--- src/rtl/tmds_pkg.sv ---
// Shared TMDS definitions: symbol width, the four control tokens,
// the aligner state encoding and the symbol decode helpers.
package tmds_pkg;

  localparam int unsigned TMDS_SYM_W = 10;

  // Control tokens, indexed by {c1,c0}.
  localparam logic [TMDS_SYM_W-1:0] TMDS_CTRL_00 = 10'b1101010100;
  localparam logic [TMDS_SYM_W-1:0] TMDS_CTRL_01 = 10'b0010101011;
  localparam logic [TMDS_SYM_W-1:0] TMDS_CTRL_10 = 10'b0101010100;
  localparam logic [TMDS_SYM_W-1:0] TMDS_CTRL_11 = 10'b1010101011;

  typedef enum logic [1:0] {
    ST_SEARCH = 2'd0,
    ST_VERIFY = 2'd1,
    ST_LOCKED = 2'd2
  } align_state_e;

  // True when the symbol is one of the four control tokens.
  function automatic logic tmds_is_ctrl(input logic [TMDS_SYM_W-1:0] sym);
    return (sym == TMDS_CTRL_00) || (sym == TMDS_CTRL_01) ||
           (sym == TMDS_CTRL_10) || (sym == TMDS_CTRL_11);
  endfunction

  // {c1,c0} carried by a control token; 00 for anything else.
  function automatic logic [1:0] tmds_ctrl_bits(input logic [TMDS_SYM_W-1:0] sym);
    logic [1:0] bits;
    bits = 2'b00;
    case (sym)
      TMDS_CTRL_01: bits = 2'b01;
      TMDS_CTRL_10: bits = 2'b10;
      TMDS_CTRL_11: bits = 2'b11;
      default:      bits = 2'b00;
    endcase
    return bits;
  endfunction

  // Undo the DC-balance inversion (bit 9), then the XOR/XNOR
  // transition chain selected by bit 8.
  function automatic logic [7:0] tmds_decode(input logic [TMDS_SYM_W-1:0] sym);
    logic [7:0] q;
    logic [7:0] d;
    q    = sym[9] ? ~sym[7:0] : sym[7:0];
    d    = '0;
    d[0] = q[0];
    for (int i = 1; i < 8; i++) begin
      d[i] = sym[8] ? (q[i] ^ q[i-1]) : ~(q[i] ^ q[i-1]);
    end
    return d;
  endfunction

endpackage

--- src/rtl/tmds_align_fsm.sv ---
// Symbol-alignment FSM: SEARCH finds the lowest offset carrying a control
// token, VERIFY demands LOCK_COUNT consecutive tokens at that offset, LOCKED
// holds alignment until TIMEOUT_CYCLES non-token symbols pass without a token.
// The current state is exposed on state_o for observation.
module tmds_align_fsm
  import tmds_pkg::*;
#(
  parameter int LOCK_COUNT     = 8,
  parameter int TIMEOUT_CYCLES = 2048
) (
  input  logic                  clk_i,
  input  logic                  rst_ni,
  input  logic [TMDS_SYM_W-1:0] tok_vec_i,     // token match per offset
  output align_state_e          state_o,
  output logic [3:0]            offset_o,
  output logic                  locked_o,
  output logic                  tok_held_o,    // token at the held offset
  output logic                  verify_done_o, // last token of the lock run
  output logic                  timeout_hit_o  // lock drops this cycle
);

  localparam int CW = $clog2(LOCK_COUNT + 1);
  localparam int TW = $clog2(TIMEOUT_CYCLES + 1);
  localparam logic [CW-1:0] CNT_LAST = CW'(LOCK_COUNT - 1);
  localparam logic [TW-1:0] TMO_MAX  = TW'(TIMEOUT_CYCLES);

  align_state_e  state_q, state_d;
  logic [CW-1:0] cnt_q, cnt_d;
  logic [3:0]    offset_q, offset_d;
  logic [TW-1:0] timeout_q, timeout_d, timeout_inc;
  logic          locked_q;
  logic          tok_held, verify_done, timeout_hit;

  // State, counters and offset registers; locked mirrors the next state.
  always_ff @(posedge clk_i or negedge rst_ni) begin
    if (!rst_ni) begin
      state_q   <= ST_SEARCH;
      cnt_q     <= '0;
      offset_q  <= '0;
      timeout_q <= '0;
      locked_q  <= 1'b0;
    end else begin
      state_q   <= state_d;
      cnt_q     <= cnt_d;
      offset_q  <= offset_d;
      timeout_q <= timeout_d;
      locked_q  <= (state_d == ST_LOCKED);
    end
  end

  // Next state: a token in the timeout cycle clears the counter first.
  always_comb begin
    state_d   = state_q;
    cnt_d     = cnt_q;
    offset_d  = offset_q;
    timeout_d = '0;
    unique case (state_q)
      ST_SEARCH: begin
        cnt_d = '0;
        if (|tok_vec_i) begin
          for (int k = TMDS_SYM_W - 1; k >= 0; k--) begin
            if (tok_vec_i[k]) offset_d = 4'(k);
          end
          cnt_d   = CW'(1);
          state_d = ST_VERIFY;
        end
      end
      ST_VERIFY: begin
        if (tok_held) begin
          cnt_d = cnt_q + 1'b1;
          if (verify_done) state_d = ST_LOCKED;
        end else begin
          cnt_d   = '0;
          state_d = ST_SEARCH;
        end
      end
      ST_LOCKED: begin
        if (!tok_held) begin
          timeout_d = timeout_inc;
          if (timeout_hit) begin
            timeout_d = '0;
            cnt_d     = '0;
            state_d   = ST_SEARCH;
          end
        end
      end
      default: begin
        cnt_d   = '0;
        state_d = ST_SEARCH;
      end
    endcase
  end

  // Decision strobes shared with the data path.
  always_comb begin
    tok_held    = tok_vec_i[offset_q];
    timeout_inc = (timeout_q == TMO_MAX) ? timeout_q : timeout_q + 1'b1;
    verify_done = (state_q == ST_VERIFY) && tok_held && (cnt_q == CNT_LAST);
    timeout_hit = (state_q == ST_LOCKED) && !tok_held && (timeout_inc == TMO_MAX);
  end

  assign state_o       = state_q;
  assign offset_o      = offset_q;
  assign locked_o      = locked_q;
  assign tok_held_o    = tok_held;
  assign verify_done_o = verify_done;
  assign timeout_hit_o = timeout_hit;

endmodule

--- src/rtl/tmds_rx_decoder.sv ---
// One TMDS receive channel: aligns unaligned 10-bit words on control tokens
// and decodes symbols to pixel data, control bits and display enable.
// One word is accepted every pixelClock; there is no flow control.
// Optional TMDS_RX_POS_COUNT_EN adds hPos/vPos counters; otherwise both are 0.
module tmds_rx_decoder
  import tmds_pkg::*;
#(
  parameter int LOCK_COUNT     = 8,
  parameter int TIMEOUT_CYCLES = 2048,
  parameter int H_WIDTH        = 11,
  parameter int V_WIDTH        = 10
) (
  input  logic               pixelClock,
  input  logic               reset_n,
  input  logic [9:0]         wordIn,
  output logic [7:0]         dataOut,
  output logic [1:0]         ctrlOut,
  output logic               de,
  output logic               locked,
  output logic [3:0]         alignOffset,
  output logic [H_WIDTH-1:0] hPos,
  output logic [V_WIDTH-1:0] vPos
);

  logic [TMDS_SYM_W-1:0]   prev_word_q;
  logic [2*TMDS_SYM_W-1:0] window;
  logic [TMDS_SYM_W-1:0]   tok_vec;
  logic [TMDS_SYM_W-1:0]   sym;
  align_state_e            align_state;
  logic [3:0]              offset;
  logic                    tok_held, verify_done, timeout_hit;
  logic                    data_load, ctrl_load;
  logic [7:0]              data_q, data_d;
  logic [1:0]              ctrl_q, ctrl_d;
  logic                    de_q, de_d;

  // Candidate symbols at all ten offsets and the one at the held offset.
  always_comb begin
    window = {wordIn, prev_word_q};
    for (int k = 0; k < TMDS_SYM_W; k++) begin
      tok_vec[k] = tmds_is_ctrl(window[k +: TMDS_SYM_W]);
    end
    sym = TMDS_SYM_W'(window >> offset);
  end

  tmds_align_fsm #(
    .LOCK_COUNT    (LOCK_COUNT),
    .TIMEOUT_CYCLES(TIMEOUT_CYCLES)
  ) u_align (
    .clk_i        (pixelClock),
    .rst_ni       (reset_n),
    .tok_vec_i    (tok_vec),
    .state_o      (align_state),
    .offset_o     (offset),
    .locked_o     (locked),
    .tok_held_o   (tok_held),
    .verify_done_o(verify_done),
    .timeout_hit_o(timeout_hit)
  );

  // Output next values: tokens update ctrl (also on the locking token), data decodes.
  always_comb begin
    ctrl_load = tok_held && ((align_state == ST_LOCKED) || verify_done);
    data_load = (align_state == ST_LOCKED) && !tok_held && !timeout_hit;
    de_d      = data_load;
    data_d    = data_load ? tmds_decode(sym) : 8'h00;
    ctrl_d    = ctrl_load ? tmds_ctrl_bits(sym) : ctrl_q;
  end

  // Word history and registered outputs.
  always_ff @(posedge pixelClock or negedge reset_n) begin
    if (!reset_n) begin
      prev_word_q <= '0;
      data_q      <= '0;
      ctrl_q      <= '0;
      de_q        <= 1'b0;
    end else begin
      prev_word_q <= wordIn;
      data_q      <= data_d;
      ctrl_q      <= ctrl_d;
      de_q        <= de_d;
    end
  end

  assign dataOut     = data_q;
  assign ctrlOut     = ctrl_q;
  assign de          = de_q;
  assign alignOffset = offset;

`ifdef TMDS_RX_POS_COUNT_EN
  logic [H_WIDTH-1:0] hpos_q, hpos_d;
  logic [V_WIDTH-1:0] vpos_q, vpos_d;

  // hPos counts data cycles of a line; vPos counts lines, cleared by vSync rising.
  always_comb begin
    hpos_d = de_d ? (de_q ? hpos_q + 1'b1 : '0) : '0;
    vpos_d = vpos_q;
    if (de_q && !de_d)        vpos_d = vpos_q + 1'b1;
    if (ctrl_d[1] && !ctrl_q[1]) vpos_d = '0;
  end

  // Position counter registers.
  always_ff @(posedge pixelClock or negedge reset_n) begin
    if (!reset_n) begin
      hpos_q <= '0;
      vpos_q <= '0;
    end else begin
      hpos_q <= hpos_d;
      vpos_q <= vpos_d;
    end
  end

  assign hPos = hpos_q;
  assign vPos = vpos_q;
`else
  assign hPos = '0;
  assign vPos = '0;
`endif

endmodule

--- config.mk ---
export PLATFORM = sky130hd
export DESIGN_NAME = tmds_rx_decoder
export DESIGN_NICKNAME = d
export VERILOG_FILES = /design/src/rtl/tmds_pkg.sv /design/src/rtl/tmds_align_fsm.sv /design/src/rtl/tmds_rx_decoder.sv
export SDC_FILE = /design/constraint.sdc
export NUM_CORES = 1
export LEC_CHECK = 0
export BUFFER_PORTS_ARGS = -buffer_cell sky130_fd_sc_hd__buf_2
export CORE_UTILIZATION = 40
export DETAILED_ROUTE_END_ITERATION = 8
export GPL_TIMING_DRIVEN = 1
export HOLD_SLACK_MARGIN = 0.08
export PLACE_DENSITY = 0.61
export SLEW_MARGIN = 10
export SYNTH_ARGS = -nofsm -noshare
export SYNTH_HDL_FRONTEND = slang
export SYNTH_SLANG_ARGS = --single-unit
--- constraint.sdc ---
create_clock -name pixelClock -period 3.5 [get_ports pixelClock]
set_clock_uncertainty 0.1 [all_clocks]
set_input_delay 0.7 -clock pixelClock [delete_from_list [all_inputs] [get_ports pixelClock]]
set_output_delay 0.7 -clock pixelClock [all_outputs]
set_load 0.01 [all_outputs]
==> impl_metrics.csv, run 1 <==
group,metric,value,unit
outcome,outcome,"finished clean",
route,drc,0,
synth,ys.flop_type,"dfrtp_1",
clocking,cts_resized,0,
synth,yosysUniqueCellTypes,70,
clocking,hold_buffers,0,
synth,synth-compound-area-share,0.125,
cells_and_area,final_nets,383,
synth,ys_async_sr_fraction,1.00,
setup_path,cp.required,3640,ps
job,drv_cap,0,
sta,holdWs,432,ps
cells_and_area,fin_area,3760,µm²
synth,avgSynthCellArea,10.0,µm²
cells_and_area,layout_commonest_cell,"dfrtp_1",
cells_and_area,diodes,0,
sta,slew_headroom,0.342,
route,firstDrtPassIters,4,
global_routing,antenna_found_initial,0,
route,wl_per_cell,16.0,µm
place,gp_congestion,0.869,
sta,fin_ws,515,ps
synth,ys_seq_area_frac,0.310,
sta,tns,0,ps
clocking,cts.clk_slew.worst_paths,90,ps
sta,final_hold_viol_count,0,
die,start_util,0.410,
global_routing,grt_usage,0.179,
synth,synth-xor-area-share,0.0542,
clocking,root_buffer,"clkbuf_8",
clocking,cts_tree,"yes",
worst_hold_path,hp-class,"reg -> reg",
clocking,cts_made_buffers,5,
clocking,cts_setup_buffers,0,
synth,yosys.area.top_type,"dfrtp_1",
clocking,htree_num_levels,2,
synth,ys_top_cells_by_area,"dfrtp_1 (31%), mux4_2 (11%), mux2i_1 (5.3%)",
sta,setup_viol,0,
cells_and_area,final_cell_mix,"dfrtp_1 (44), buf_2 (27), nor2_1 (26)",
cells_and_area,final_util,0.433,
route,via_count,2729,
clocking,cts.path.max_buffers,2,
global_routing,grt_max_degree,45,
setup_path,crit_type,"reg -> reg",
pwr,total_power,1.50,mW
synth,synth-simple-area-share,0.211,
place,placed_cells,469,
die,dieHeight,96.3,µm
global_routing,grt_pass1_wl,12900,µm
sta,rsz0062_at_grt,"false",
clocking,clk_latency,300,ps
synth,synthesis.area,3560,µm²
synth,synth.area.mux_share,0.190,
setup_path,endpoint_kind,"flip-flop",
synth,synth_edf_count,0,
die,io_pins,49,
pwr,p_per_area,400,nW/µm²
clocking,clkSinkCount,44,
die,row_count,34,
global_routing,grt_pass1_vias,2727,
die,die_area,9270,µm²
die,core_area,8680,µm²
cells_and_area,final_cell_count_no_fill,477,
synth,synth_top_family_by_area,"simple AND/OR/NAND/NOR gates",
sta,tightest_slew,986,ps
sta,min_period,2980,ps
place,dp_slack,375,ps
route,wl,7640,µm
setup_path,worstPathMaxFanout,15,
sta,max_freq,0.335,GHz
cells_and_area,drive_above_1_share,0.211,
route,drt_iter0_markers,153,
setup_path,critPathLaunchType,"flip-flop",
global_routing,gr-total-overflow,0,
route,routed_via_density,5.72,
cells_and_area,syn_to_final_growth,5.66,%
route,antenna_left,0,
pwr,ir_drop,0.183,mV
synth,netlist_instances,355,
synth,synth-seq-cells,44,
synth,synth_top_area_share,0.310,
place,postPlaceCellArea,3640,µm²
die,fp.dieW,96.3,µm
place,hpwl,5560,µm
synth,yosysWarningCount,0,
synth,yosys.area_share.adder,0.0106,
pwr,p_leak,1.51,nW
sta,fin_crit_sh,0.853,
setup_path,crit_arrival,3130,ps
sta,slew_viol_final,0,
place,io_buffers,27,
synth_stat cells (5+ instances only):
cell type,number
buf_2,12
nor2b_1,9
o211ai_1,5
clkbuf_1,8
mux4_2,17
nor3b_1,5
buf_4,25
nor3_1,5
mux2_2,7
xor2_1,12
nand2b_1,8
nand4_1,11
nand3_1,14
nand2_1,16
dfrtp_1,44
mux2i_1,19
xnor2_1,10
nand4b_1,5
inv_1,10
nor2_1,26
worst max-delay path, cell delays in order (launching register included):
cell	delay, ps
dfrtp_1	810
mux4_2	600
mux2_2	310
mux2i_1	370
and4_1	260
nand4b_1	130
o22ai_1	190
mux2_1	150
area by class of cell:
cell class	instances	area [µm²]
well taps	108	135
flip-flops and latches	44	1100
clock inverters	3	46.3
multi-input cells	272	2180
inverters	11	41.3
repair buffers	34	188
fillers	855	4920
clock buffers	5	68.8
sequential cells by signal (all words and copies together) (netlist names):
name,flops
u_align.cnt_q,4
prev_word_q,10
dataOut,8
u_align.state_o,2
u_align.offset_o,4
ctrlOut,2
u_align.timeout_q,12
u_align.locked_o,1
de,1
path summary, 6_finish.rpt:
| path | from | end | slack, ps | depth (start not counted) |
|---|---|---|---|---|
| setup / recovery | u_align.offset_o[1] | ctrlOut[1] | 520 | 7 |
| hold / removal | ctrlOut[1] | ctrlOut[1] | 430 | 1 |
| setup reg to reg | u_align.offset_o[1] | ctrlOut[1] | 520 | 7 |
| hold reg to reg | ctrlOut[1] | ctrlOut[1] | 430 | 1 |
| max in group asynchronous | reset_n | u_align.cnt_q[0] | 2240 | 1 |
| min in group asynchronous | reset_n | prev_word_q[4] | 450 | 1 |
routing by layer:
metal / global-route usage / part of all wire
met2: 0.296 / 0.46
met4: 0.0686 / 0.021
met3: 0.0292 / 0.036
met1: 0.235 / 0.48
met5: 0 / 0
power breakdown:
group          switching (mW)  internal (mW)  leakage, nW
Clock                   0.194          0.215       0.0548
Combinational           0.180          0.178        0.938
Sequential              0.139          0.599        0.519
Total                   0.512          0.992         1.51
cells by family after synthesis:
group           count (synthesis)
flops                          44
fa+ha+maj                       3
compound gates                 54
other cells                     1
simple gates                  127
mux                            45
buf+inv                        59
xor+xnor                       22
Note: power is estimated with default switching activity, not from simulation.
==> run 2, diff against run 1 <==
PLACE_DENSITY = 0.68   (was 0.61)
==> run 2 against run 1 <==
Against the previous run: largest power group unchanged; maximum frequency decreased by 2.3%; first-iteration DRC count decreased by 20%; non-clock buffer count increased by 2; power decreased by 3.6%; final cell count increased by 0.42%; final area increased by 0.23%; worst hold slack improved by 2.2 ps; global-route usage increased by 0.40 points; critical path depth unchanged; sequential share of layout area decreased by 0.068 points; routed wire length increased by 4.5%; utilization increased by 0.10 points.
==> impl_metrics.csv, run 2 (same netlist as run 1, synthesis figures left out) <==
group,metric,value,unit
outcome,outcome,"finished clean",
cells_and_area,regMostFlops,"u_align.timeout_q",
sta,final_hold_viol_count,0,
route,wl,7980,µm
cells_and_area,syn_to_final_growth,5.91,%
die,dieHeight,96.3,µm
clocking,cts.clk_slew.worst_paths,90,ps
die,fp.dieW,96.3,µm
sta,fin_crit_sh,0.873,
clocking,htree_num_levels,2,
clocking,clk_latency,310,ps
sta,min_period,3050,ps
setup_path,cp_top_family,"compound AO/OA/AOI/OAI gates",
setup_path,cp_slowest_stage_delay,580,ps
place,postPlaceCellArea,3660,µm²
setup_path,crit_path_top_delay_cell,"dfrtp_1",
route,routed_via_density,5.79,
setup_path,cp_num_buf_inv,0,
clocking,cts.path.max_buffers,2,
sta,tns,0,ps
sta,slew_viol_final,0,
place,placed_cells,471,
cells_and_area,diodes,0,
sta,slew_headroom,0.335,
clocking,hold_buffers,0,
sta,tightest_slew,998,ps
cells_and_area,final_cell_count_no_fill,479,
cells_and_area,fillers,854,
setup_path,endpoint_kind,"flip-flop",
job,drv_cap,0,
setup_path,crit_chain,"nor3b_1, nand4b_1, a221oi_1, a311oi_2, o41ai_4, nand2_1, mux2_1",
route,drc,0,
route,drt_iter0_markers,123,
setup_path,crit_type,"reg -> reg",
cells_and_area,layout_commonest_cell,"dfrtp_1",
cells_and_area,largest_reg_flops,12,
clocking,clkSinkCount,44,
global_routing,antenna_found_initial,0,
setup_path,worstPathMaxFanout,12,
clocking,cts_made_buffers,5,
route,via_count,2774,
cells_and_area,final_nets,385,
pwr,ir_drop,0.161,mV
setup_path,cp.required,3590,ps
route,firstDrtPassIters,4,
global_routing,grt_pass1_vias,2602,
pwr,p_leak,1.51,nW
setup_path,crit_arrival,3140,ps
setup_path,reg2reg_slack,450,ps
place,io_buffers,27,
setup_path,critPathLaunchType,"flip-flop",
die,start_util,0.410,
sta,setup_viol,0,
die,core_area,8680,µm²
sta,fin_ws,446,ps
place,dp_slack,-124,ps
clocking,cts_tree,"yes",
die,die_area,9270,µm²
global_routing,grt_max_degree,45,
die,io_pins,49,
pwr,total_power,1.45,mW
die,row_count,34,
sta,rsz0062_at_grt,"false",
cells_and_area,fin_area,3770,µm²
pwr,p_per_area,385,nW/µm²
global_routing,gr-total-overflow,0,
cells_and_area,drive_above_1_share,0.216,
cells_and_area,final_cell_mix,"dfrtp_1 (44), buf_2 (27), nor2_1 (26)",
route,antenna_left,0,
global_routing,grt_usage,0.183,
place,gp_congestion,0.937,
clocking,root_buffer,"clkbuf_8",
sta,max_freq,0.327,GHz
place,hpwl,5860,µm
worst_hold_path,hp-class,"reg -> reg",
route,wl_per_cell,16.7,µm
global_routing,grt_pass1_wl,12900,µm
==> run 2: metrics by stage <==
| stage | utilization | hold slack, ps |
|---|---|---|
| 4_1_cts | 0.433 | 457 |
| 5_1_grt | 0.434 | 453 |
| 3_5_place_dp | 0.422 | 437 |
| 3_3_place_gp | 0.422 | 412 |
| 2_1_floorplan | - | 304 |
| 6_report | 0.434 | 434 |
==> run 2: final cells by class <==
cell class | instances | area [µm²] | area share
Multi-Input combinational cell | 272 | 2190 | 0.581
Sequential cell | 44 | 1100 | 0.292
Timing Repair Buffer | 36 | 203 | 0.0538
Tap cell | 108 | 135 | 0.0359
Clock buffer | 6 | 82.6 | 0.0219
Inverter | 11 | 41.3 | 0.0110
Clock inverter | 2 | 15.0 | 0.00399
==> run 2: report_power, final <==
| part | internal [mW] | total (mW) | leakage, nW | switching, mW |
|---|---|---|---|---|
| logic | 0.180 | 0.365 | 0.948 | 0.186 |
| registers | 0.599 | 0.737 | 0.519 | 0.138 |
| clock network | 0.160 | 0.348 | 0.0434 | 0.188 |
==> run 2: timing repair <==
item,in CTS,in global routing
setup buffers,0,0
endpoints found under the setup margin,0,2
resized for setup,0,1
==> run 2: metal layers <==
layer / global-route usage / up-vias / part of all wire
met5: 0 / - / 0
met4: 0.0576 / 0 / 0.013
met3: 0.0379 / 13 / 0.072
met2: 0.295 / 119 / 0.47
met1: 0.247 / 1334 / 0.45
li1: - / 1308 / -
==> run 2: worst register-to-register path: stages (launching register included) <==
cell,delay (ps)
dfrtp_1,580
nor3b_1,450
nand4b_1,150
a221oi_1,370
a311oi_2,100
o41ai_4,560
nand2_1,250
mux2_1,380
==> run 2: path summary, 6_finish.rpt <==
check | end | depth (start not counted) | from
max reg2reg | ctrlOut[1] | 7 | prev_word_q[9]
max in group asynchronous | prev_word_q[1] | 1 | reset_n
min in group asynchronous | de | 1 | reset_n
min | u_align.cnt_q[1] | 1 | u_align.cnt_q[1]
max | ctrlOut[1] | 7 | prev_word_q[9]
min reg2reg | u_align.cnt_q[1] | 1 | u_align.cnt_q[1]
